<file path="config.mk">
export PLATFORM = sky130hd
export DESIGN_NAME = fp_add_arbiter
export DESIGN_NICKNAME = d
export VERILOG_FILES = /design/src/rtl/fp_add_arbiter.sv
export SDC_FILE = /design/constraint.sdc
export NUM_CORES = 1
export LEC_CHECK = 0
export CORE_MARGIN = 2
export CORE_UTILIZATION = 40
export DETAILED_ROUTE_END_ITERATION = 10
export GPL_ROUTABILITY_DRIVEN = 0
export PLACE_DENSITY = 0.61
export REMOVE_ABC_BUFFERS = 1
export SLEW_MARGIN = 20
export SYNTH_ARGS = -nofsm -noshare
export SYNTH_HDL_FRONTEND = slang
export SYNTH_HIERARCHICAL = 1
export SYNTH_SLANG_ARGS = --single-unit
export TNS_END_PERCENT = 50
</file>
<file path="constraint.sdc">
create_clock -name clk -period 45.7 [get_ports clk]
set_input_delay 9.14 -clock clk [delete_from_list [all_inputs] [get_ports clk]]
set_output_delay 9.14 -clock clk [all_outputs]
set_load 0.03 [all_outputs]
</file>
<file path="src/rtl/fp_add_arbiter.sv">
// rtl/fp_add_arbiter.sv - two-port round-robin/fixed-priority front end sharing one fp32 adder
// Contains the combinational fp_adder (RNE) and the fp_add_arbiter top.

module fp_adder (
  input  logic [31:0] a,
  input  logic [31:0] b,
  output logic [31:0] s
);
  logic        a_nan, b_nan, a_inf, b_inf, swap, eff_sub, rnd;
  logic [31:0] x, y;
  logic [7:0]  ex_eff, ey_eff, d, e_base;
  logic [23:0] mx, my;
  logic [26:0] my_sh, norm;
  logic [53:0] wide;
  logic [27:0] sum;
  logic [4:0]  pos, lz;
  logic [9:0]  e_res;
  logic [30:0] packed_v, rounded;

  always_comb begin
    a_nan   = (a[30:23] == 8'hFF) && (a[22:0] != 23'd0);
    b_nan   = (b[30:23] == 8'hFF) && (b[22:0] != 23'd0);
    a_inf   = (a[30:23] == 8'hFF) && (a[22:0] == 23'd0);
    b_inf   = (b[30:23] == 8'hFF) && (b[22:0] == 23'd0);
    // x always carries the larger magnitude so the subtraction never goes negative
    swap    = b[30:0] > a[30:0];
    x       = swap ? b : a;
    y       = swap ? a : b;
    ex_eff  = (x[30:23] == 8'd0) ? 8'd1 : x[30:23];
    ey_eff  = (y[30:23] == 8'd0) ? 8'd1 : y[30:23];
    mx      = {x[30:23] != 8'd0, x[22:0]};
    my      = {y[30:23] != 8'd0, y[22:0]};
    d       = ex_eff - ey_eff;
    wide    = 54'd0;
    if (d > 8'd26) begin
      my_sh = {26'd0, |my};
    end else begin
      wide  = {my, 3'b000, 27'd0} >> d;
      my_sh = wide[53:27] | {26'd0, |wide[26:0]};
    end
    eff_sub = x[31] ^ y[31];
    sum     = eff_sub ? ({1'b0, mx, 3'b000} - {1'b0, my_sh})
                      : ({1'b0, mx, 3'b000} + {1'b0, my_sh});
    pos = 5'd0;
    for (int i = 0; i < 27; i++) begin
      if (sum[i]) pos = 5'(i);
    end
    lz = 5'd26 - pos;
    if (sum[27]) begin
      norm  = {sum[27:2], sum[1] | sum[0]};
      e_res = {2'b00, ex_eff} + 10'd1;
    end else if ({5'd0, lz} >= {2'b00, ex_eff}) begin
      // result is subnormal: shift only down to exponent 1 and encode field 0
      norm  = sum[26:0] << (ex_eff - 8'd1);
      e_res = 10'd0;
    end else begin
      norm  = sum[26:0] << lz;
      e_res = {2'b00, ex_eff} - {5'd0, lz};
    end
    // hidden bit (norm[26]) is added back into the exponent field by the packed sum
    e_base   = e_res[7:0] - {7'd0, norm[26]};
    rnd      = norm[2] & (norm[1] | norm[0] | norm[3]);
    packed_v = {e_base, 23'd0} + {7'd0, norm[26:3]};
    rounded  = packed_v + {30'd0, rnd};
    if (a_nan || b_nan || (a_inf && b_inf && (a[31] != b[31]))) s = 32'h7FC0_0000;
    else if (a_inf)                                            s = a;
    else if (b_inf)                                            s = b;
    else if (sum == 28'd0)                                     s = {x[31] & ~eff_sub, 31'd0};
    else if (e_res >= 10'd255)                                 s = {x[31], 8'hFF, 23'd0};
    else                                                       s = {x[31], rounded};
  end
endmodule

module fp_add_arbiter #(
  parameter int PRIO_RR = 1
) (
  input  logic        clk,
  input  logic        rst_n,
  input  logic        req0_valid,
  output logic        req0_ready,
  input  logic [31:0] req0_a,
  input  logic [31:0] req0_b,
  input  logic        req1_valid,
  output logic        req1_ready,
  input  logic [31:0] req1_a,
  input  logic [31:0] req1_b,
  output logic        rsp0_valid,
  input  logic        rsp0_ready,
  output logic [31:0] rsp0_s,
  output logic        rsp1_valid,
  input  logic        rsp1_ready,
  output logic [31:0] rsp1_s,
  output logic        busy,
  output logic [15:0] op_cnt0,
  output logic [15:0] op_cnt1
);
  typedef enum logic [1:0] {IDLE, EXEC, DONE} state_t;

  state_t      state, state_nxt;
  logic        last_srv, owner, grant0, grant1, req_hs, rsp_hs;
  logic [31:0] op_a, op_b, res, sum;

  fp_adder u_add (.a(op_a), .b(op_b), .s(sum));

  // last_srv=1 means port 1 was served last, so port 0 takes the next tie
  assign grant0 = req0_valid & (~req1_valid | (PRIO_RR == 0) | last_srv);
  assign grant1 = req1_valid & ~grant0;
  assign busy   = (state != IDLE);

  always_ff @(posedge clk or negedge rst_n) begin
    if (!rst_n) state <= IDLE;
    else        state <= state_nxt;
  end

  always_comb begin
    state_nxt  = state;
    req0_ready = 1'b0;
    req1_ready = 1'b0;
    rsp0_valid = 1'b0;
    rsp1_valid = 1'b0;
    rsp0_s     = 32'd0;
    rsp1_s     = 32'd0;
    req_hs     = 1'b0;
    rsp_hs     = 1'b0;
    case (state)
      IDLE: begin
        req0_ready = grant0;
        req1_ready = grant1;
        req_hs     = grant0 | grant1;
        if (req_hs) state_nxt = EXEC;
      end
      EXEC: state_nxt = DONE;
      DONE: begin
        if (owner) begin
          rsp1_valid = 1'b1;
          rsp1_s     = res;
          rsp_hs     = rsp1_ready;
        end else begin
          rsp0_valid = 1'b1;
          rsp0_s     = res;
          rsp_hs     = rsp0_ready;
        end
        if (rsp_hs) state_nxt = IDLE;
      end
      default: state_nxt = IDLE;
    endcase
  end

  always_ff @(posedge clk or negedge rst_n) begin
    if (!rst_n) begin
      op_a     <= 32'd0;
      op_b     <= 32'd0;
      res      <= 32'd0;
      owner    <= 1'b0;
      last_srv <= 1'b1;
      op_cnt0  <= 16'd0;
      op_cnt1  <= 16'd0;
    end else begin
      if (req_hs) begin
        op_a     <= grant1 ? req1_a : req0_a;
        op_b     <= grant1 ? req1_b : req0_b;
        owner    <= grant1;
        last_srv <= grant1;
      end
      if (state == EXEC) res <= sum;
      if (rsp_hs) begin
        if (owner) op_cnt1 <= op_cnt1 + 16'd1;
        else       op_cnt0 <= op_cnt0 + 16'd1;
      end
    end
  end
endmodule

</file>
---- Word level (Yosys, flattened, before mapping) ----
Cells that the tools add are included.
cells by class
  bitwise logic cells ..................... 15
  $add $sub $neg .......................... 12
  shift-type cells ........................ 3
  multiplexer cells ....................... 60
  reductions and logical operators ........ 24
  magnitude comparators ................... 4
  equality and inequality tests ........... 7
operator list
  operator               count
  $mux 32                12
  $mux 27                3
  $mux 5                 11
  $shr 54x8->54          1
  $logic_not 23->1       2
  $reduce_bool 23->1     2
  $add 16x1->16 const B  2
  $mux 4                 8
  $add 31x1->31          1
  $add 31x24->31         1
  $gt 31x31->1           1
  $mux 31                1
  $add 27x27->28         1
  $logic_not 28->1       1
  $mux 28                1
  $sub 27x27->28         1
  $or 27x1->27           1
  $reduce_or 27->1       1
  $shl 27x5->27          1
  $shl 27x8->27          1
  $reduce_or 24->1       1
  $mux 10                2
  $eq 8x8->1 const B     2
  $logic_not 8->1        2
  28 further kinds       65
storage, ports and cells
  register bits ........................... 132
  logic and storage cells ................. 133
  output and inout port bits .............. 101
  input bits .............................. 134

---- Longest topological paths before layout ----
  depth after elaboration ................. 50
  gate-level depth with buffers ........... 81
  mapped depth without buffers ............ 70

---- By module ----
Netlist, hierarchy kept.
modules (own cells, without submodules)
  module          seq. area each (sq um)  instances  cells an instance  area each (sq um)
  fp_adder        0.0                     1          2090               13436.6
  fp_add_arbiter  3304.4                  1          560                6138.4

---- Least setup slack after synthesis ----
OpenSTA, ideal clock, no wires.
  path type ............................... input to output
  start point ............................. in req1_valid
  end point ............................... out req1_ready
  arrival time ............................ 9866 ps
  required time ........................... 36560 ps
  path slack .............................. 26694 ps
  cell stages on the path ................. 3
  path buffers ............................ 1
  path through ............................ a21boi_0 -> buf_2 -> and2_1
on the way
  longest elaborated chain between the ends .. 6
RTL lines
  element        RTL line  source
  from (decl)    83        input logic req1_valid,
  $not 1->1      106       assign grant0 = req0_valid & (~req1_valid | (PRIO_RR == 0) | last_srv);
  $or 1x1->1     106
  $and 1x1->1    106
  $not 1->1      107       assign grant1 = req1_valid & ~grant0;
  $and 1x1->1 *  107
  $mux 1 *       125       case (state)
  to (decl)      84        output logic req1_ready,
Every way passes the cells marked *; elsewhere a longest branch is shown, timed or not.

---- Final worst setup path ----
  start point ............................. reg op_a[26]
  end point ............................... reg res[28]
on the way
  longest elaborated chain between the ends .. 50
  elaborated cells on any way between the ends .. 78
  classes of those cells .................. add/sub (10); order compare (4); eq/ne (1); shift (3); mux (41); bitwise (6); reduce/logical (13)
RTL lines
  element                                                RTL line  source
  from (decl)                                            101       logic [31:0] op_a, op_b, res, sum;
  from (signal assigned)                                 160       op_a <= grant1 ? req1_a : req0_a;
  branches (longest 49 deep; another with $gt 31x31->1)  -
  $mux 32 *                                              65        if (a_nan || b_nan || (a_inf && b_inf && (a[31] != b[31]))) s = 32'h7FC0_0000;
  via sum[28]                                            101
  to (signal assigned)                                   165       if (state == EXEC) res <= sum;
  to (decl)                                              101
Mark *: on every way through the listed nets, which the timed path passes.
A chain may end at the register's enable or synchronous reset.

==> impl_table.tex <==
\begin{tabular}{lr}
\hline
Metric & Value \\
\hline
\multicolumn{2}{l}{\textbf{Outcome}} \\
Result of the run & finished, final reports clean \\
\multicolumn{2}{l}{\textbf{Timing}} \\
Total negative setup slack & 0 ns \\
Worst slew margin relative to its limit & 0.247 \\
Setup-failing EPs final & 0 \\
Unrepaired setup endpoints after global routing & no \\
Post-layout minimum cycle time & 21.08 ns \\
Tcrit/Tclk final & 0.461 \\
Upper clock frequency limit & 0.0474 GHz \\
Final hold violation count & 0 \\
Fin. max-slew vios & 0 \\
Post-route clock skew & 0.0125 ns \\
Transition time at the pin with the least slew margin & 1.12 ns \\
\multicolumn{2}{l}{\textbf{Worst setup path}} \\
R2R Path End & res[28] \\
Kind of launch point of the worst setup path & register \\
Biggest fanout along the worst timing path & 28 \\
Critical Setup Path Class & reg2reg \\
CP required & 46.04 ns \\
Arrival time of data at the critical path endpoint & 21.42 ns \\
Category of the worst setup path capture point & register \\
Max stage delay on crit path & 0.94 ns \\
Beginning of the worst register-to-register path & op\_a[26] \\
Most common cell type on the critical path & sky130\_fd\_sc\_hd\_\_nor2\_1 \\
Number of cell instances on the worst register-to-register path & 67 \\
Worst reg-to-reg setup slack & 24.62 ns \\
Master of the slowest instance on the critical path & sky130\_fd\_sc\_hd\_\_clkinv\_1 \\
\multicolumn{2}{l}{\textbf{Cells and area}} \\
\# nets final & 3006 \\
Share of cells above drive strength 1 & 0.0765 \\
Commonest non-fill, non-tap cell in the layout & sky130\_fd\_sc\_hd\_\_nor2\_1 \\
Most frequent cells in the layout & sky130\_fd\_sc\_hd\_\_nor2\_1 (313), sky130\_fd\_sc\_hd\_\_clkdlybuf4s50\_1 (233), sky130\_fd\_sc\_hd\_\_a21oi\_1 (230) \\
Number of inserted diodes & 0 \\
Post-synthesis to final-layout area growth & 16.8\% \\
\multicolumn{2}{l}{\textbf{Job}} \\
Number of max-cap violations & 0 \\
\multicolumn{2}{l}{\textbf{Clock network}} \\
Setup repair bufs after CTS & 0 \\
Total clock sinks & 132 \\
TritonCTS buffer count & 17 \\
Clock insertion delay at the later pin of the skew report & 0.46 ns \\
Clock tree buffer depth & 2 \\
Root buffer cell & sky130\_fd\_sc\_hd\_\_clkbuf\_16 \\
TritonCTS clock tree & yes \\
Clk slew on worst S/H paths & 0.07 ns \\
Total of cells resized after clock tree synthesis & 0 \\
H-tree depth reported by CTS & 4 \\
CTS hold repair buffers & 0 \\
\multicolumn{2}{l}{\textbf{Yosys}} \\
Proportion of register bits with asynchronous set or reset after synthesis & 1.00 \\
Seq cells post-synth & 132 \\
Post-synthesis share of cell area spent on and, or, nand and nor gates & 0.258 \\
Synth Flop Type & sky130\_fd\_sc\_hd\_\_dfrtp\_1 \\
Yosys warnings & 6 \\
Share of synthesized area spent on multiplexers & 0.123 \\
Area of the mapped netlist & 19600 sq um \\
Xor/xnor cell area share of the yosys netlist & 0.0416 \\
Synthesized-area fraction occupied by ao, oa, aoi and oai cells & 0.280 \\
Post-synth top area share & 0.167 \\
Netlist cell types & 117 \\
Cell count after synthesis & 2650 \\
Number of flops mapped to enable cells by yosys & 0 \\
Post-synthesis area per instance & 7.39 sq um \\
Leading area contributor after synthesis & sky130\_fd\_sc\_hd\_\_dfrtp\_1 \\
Synth Area in Adders & 0.0652 \\
Largest family of logic cells by synthesized area & compound AO/OA/AOI/OAI gates \\
Area contributors post-synth & sky130\_fd\_sc\_hd\_\_dfrtp\_1 (17\%), sky130\_fd\_sc\_hd\_\_mux2i\_1 (7.8\%), sky130\_fd\_sc\_hd\_\_ha\_1 (6.3\%) \\
Portion of the post-synthesis area used by sequential elements & 0.169 \\
\multicolumn{2}{l}{\textbf{Min path}} \\
Hold path start & op\_cnt1[15] \\
Hold Path Cell Cnt & 1 \\
Hold WC Path Type & reg2reg \\
Hold Crit Endpoint & op\_cnt1[15] \\
\multicolumn{2}{l}{\textbf{Global route}} \\
Initial antenna violation count & 1 \\
Total global-route track usage & 0.275 \\
Most congested layer reported by global routing & met2 \\
Pin count of the biggest net entering global routing & 85 \\
Grt total ovfl & 0 \\
Met3 track demand over resource in global routing & 0.0510 \\
Met2 demand-to-capacity share in global routing & 0.430 \\
Via count of the first global-routing pass & 20200 \\
Wire length of the first global-routing pass & 112 mm \\
Met1 track utilization from global routing & 0.374 \\
\multicolumn{2}{l}{\textbf{Floorplan}} \\
Area of the core & 48600 sq um \\
Number of top-level design ports & 235 \\
Row count & 81 \\
Horiz. Die Dim & 225 um \\
Initial Utilization & 0.402 \\
Die outline height & 225 um \\
Die outline area & 50700 sq um \\
\multicolumn{2}{l}{\textbf{Routing}} \\
Final ANT Viol Nets & 0 \\
Number of vias per cell after detailed routing & 6.32 \\
Post-DR wirelength/cell & 20.8 um \\
Iteration-0 DRC count of the detailed router & 2900 \\
Number of detailed-route iterations in the first pass & 6 \\
DRC & 0 \\
Routed wire length & 71.0 mm \\
Via count & 21500 \\
\multicolumn{2}{l}{\textbf{Place}} \\
Number of port buffers & 234 \\
Hpwl dp & 54.9 mm \\
\hline
\end{tabular}
-- metal layers --
metal / vias up / share of wire
met5: - / 0
met4: 0 / 0.039
met3: 192 / 0.086
met2: 1139 / 0.44
met1: 10100 / 0.43
li1: 10100 / -
-- cells in the mapped netlist (14+ instances only) --
cell,number
sky130_fd_sc_hd__mux2_2,55
sky130_fd_sc_hd__clkbuf_1,99
sky130_fd_sc_hd__nand2_1,229
sky130_fd_sc_hd__nor4_1,34
sky130_fd_sc_hd__o21bai_1,15
sky130_fd_sc_hd__and2_1,96
sky130_fd_sc_hd__xnor2_1,70
sky130_fd_sc_hd__a21o_1,21
sky130_fd_sc_hd__o211ai_1,53
sky130_fd_sc_hd__nand3_1,71
sky130_fd_sc_hd__nor2_1,313
sky130_fd_sc_hd__a211o_1,17
sky130_fd_sc_hd__a31oi_1,21
sky130_fd_sc_hd__buf_1,18
sky130_fd_sc_hd__nor2b_1,14
sky130_fd_sc_hd__a211oi_1,32
sky130_fd_sc_hd__or3_1,14
sky130_fd_sc_hd__o31ai_1,32
sky130_fd_sc_hd__mux2i_1,152
sky130_fd_sc_hd__a21oi_1,230
sky130_fd_sc_hd__buf_2,33
sky130_fd_sc_hd__nor3_1,61
sky130_fd_sc_hd__ha_1,98
sky130_fd_sc_hd__o21ai_1,14
sky130_fd_sc_hd__o22ai_1,19
sky130_fd_sc_hd__inv_1,125
sky130_fd_sc_hd__dfrtp_1,131
sky130_fd_sc_hd__o21ai_0,123
sky130_fd_sc_hd__xor2_1,23
sky130_fd_sc_hd__nand4_1,52
sky130_fd_sc_hd__and3_1,29
sky130_fd_sc_hd__a2111oi_0,20
sky130_fd_sc_hd__nand2b_1,21
-- metrics by stage --
stage                     hold slack [ns]  cell area, sq um  std cells  worst slack (ns)  utilization
after floorplan                     0.468             18800       2484             19.96            -
after global placement              0.463             22300       3375             25.72        0.458
after detailed placement            0.472             22300       3376             25.28        0.458
after CTS                           0.480             22900       3408             25.18        0.470
after global routing                0.495             22900       3408             22.86        0.470
final                               0.476             22900       3408             24.62        0.470
-- cell families after synthesis --
logic type,Yosys count
AND/OR/NAND/NOR,1011
AO/OA/AOI/OAI,795
buffers and inverters,294
multiplexers,223
flip-flops,132
adder cells (fa/ha/maj),102
XOR/XNOR,93
-- final cells by class --
class / instances / area [sq um]
well taps: 622 / 778
inverters: 128 / 480
clock buffers: 17 / 425
flip-flops and latches: 132 / 3300
fillers: 4883 / 25800
multi-input cells: 2224 / 15100
clock inverters: 15 / 159
repair buffers: 270 / 2620
-- state kept, by name, indices dropped and copies added (netlist names) --
register  count
last_srv      1
op_a         32
op_b         32
op_cnt0      16
op_cnt1      16
owner         1
res          32
state         2
-- worst max-delay path, delay by kind of cell (launching register included) --
family / cells / cell delay (ns)
AO/OA/AOI/OAI: 27 / 7.98
flip-flops: 1 / 0.58
multiplexers: 3 / 1.09
adder cells (fa/ha/maj): 7 / 2.35
AND/OR/NAND/NOR: 22 / 6.32
XOR/XNOR: 1 / 0.52
buffers and inverters: 7 / 2.04
-- worst max-delay path by stage --
stage / end / cells after the start / slack (ns) / start
after floorplan: req1_ready / 2 / 19.96 / req1_valid
after global placement: req1_ready / 4 / 25.72 / req1_valid
after detailed placement: res[28] / 67 / 25.28 / op_a[26]
after CTS: res[28] / 67 / 25.18 / op_a[26]
after global routing: res[28] / 67 / 22.86 / op_a[26]
final: res[28] / 67 / 24.62 / op_a[26]
Power is not shown: default switching activity piles up to over one toggle a cycle in this logic, so the estimate is an artifact.
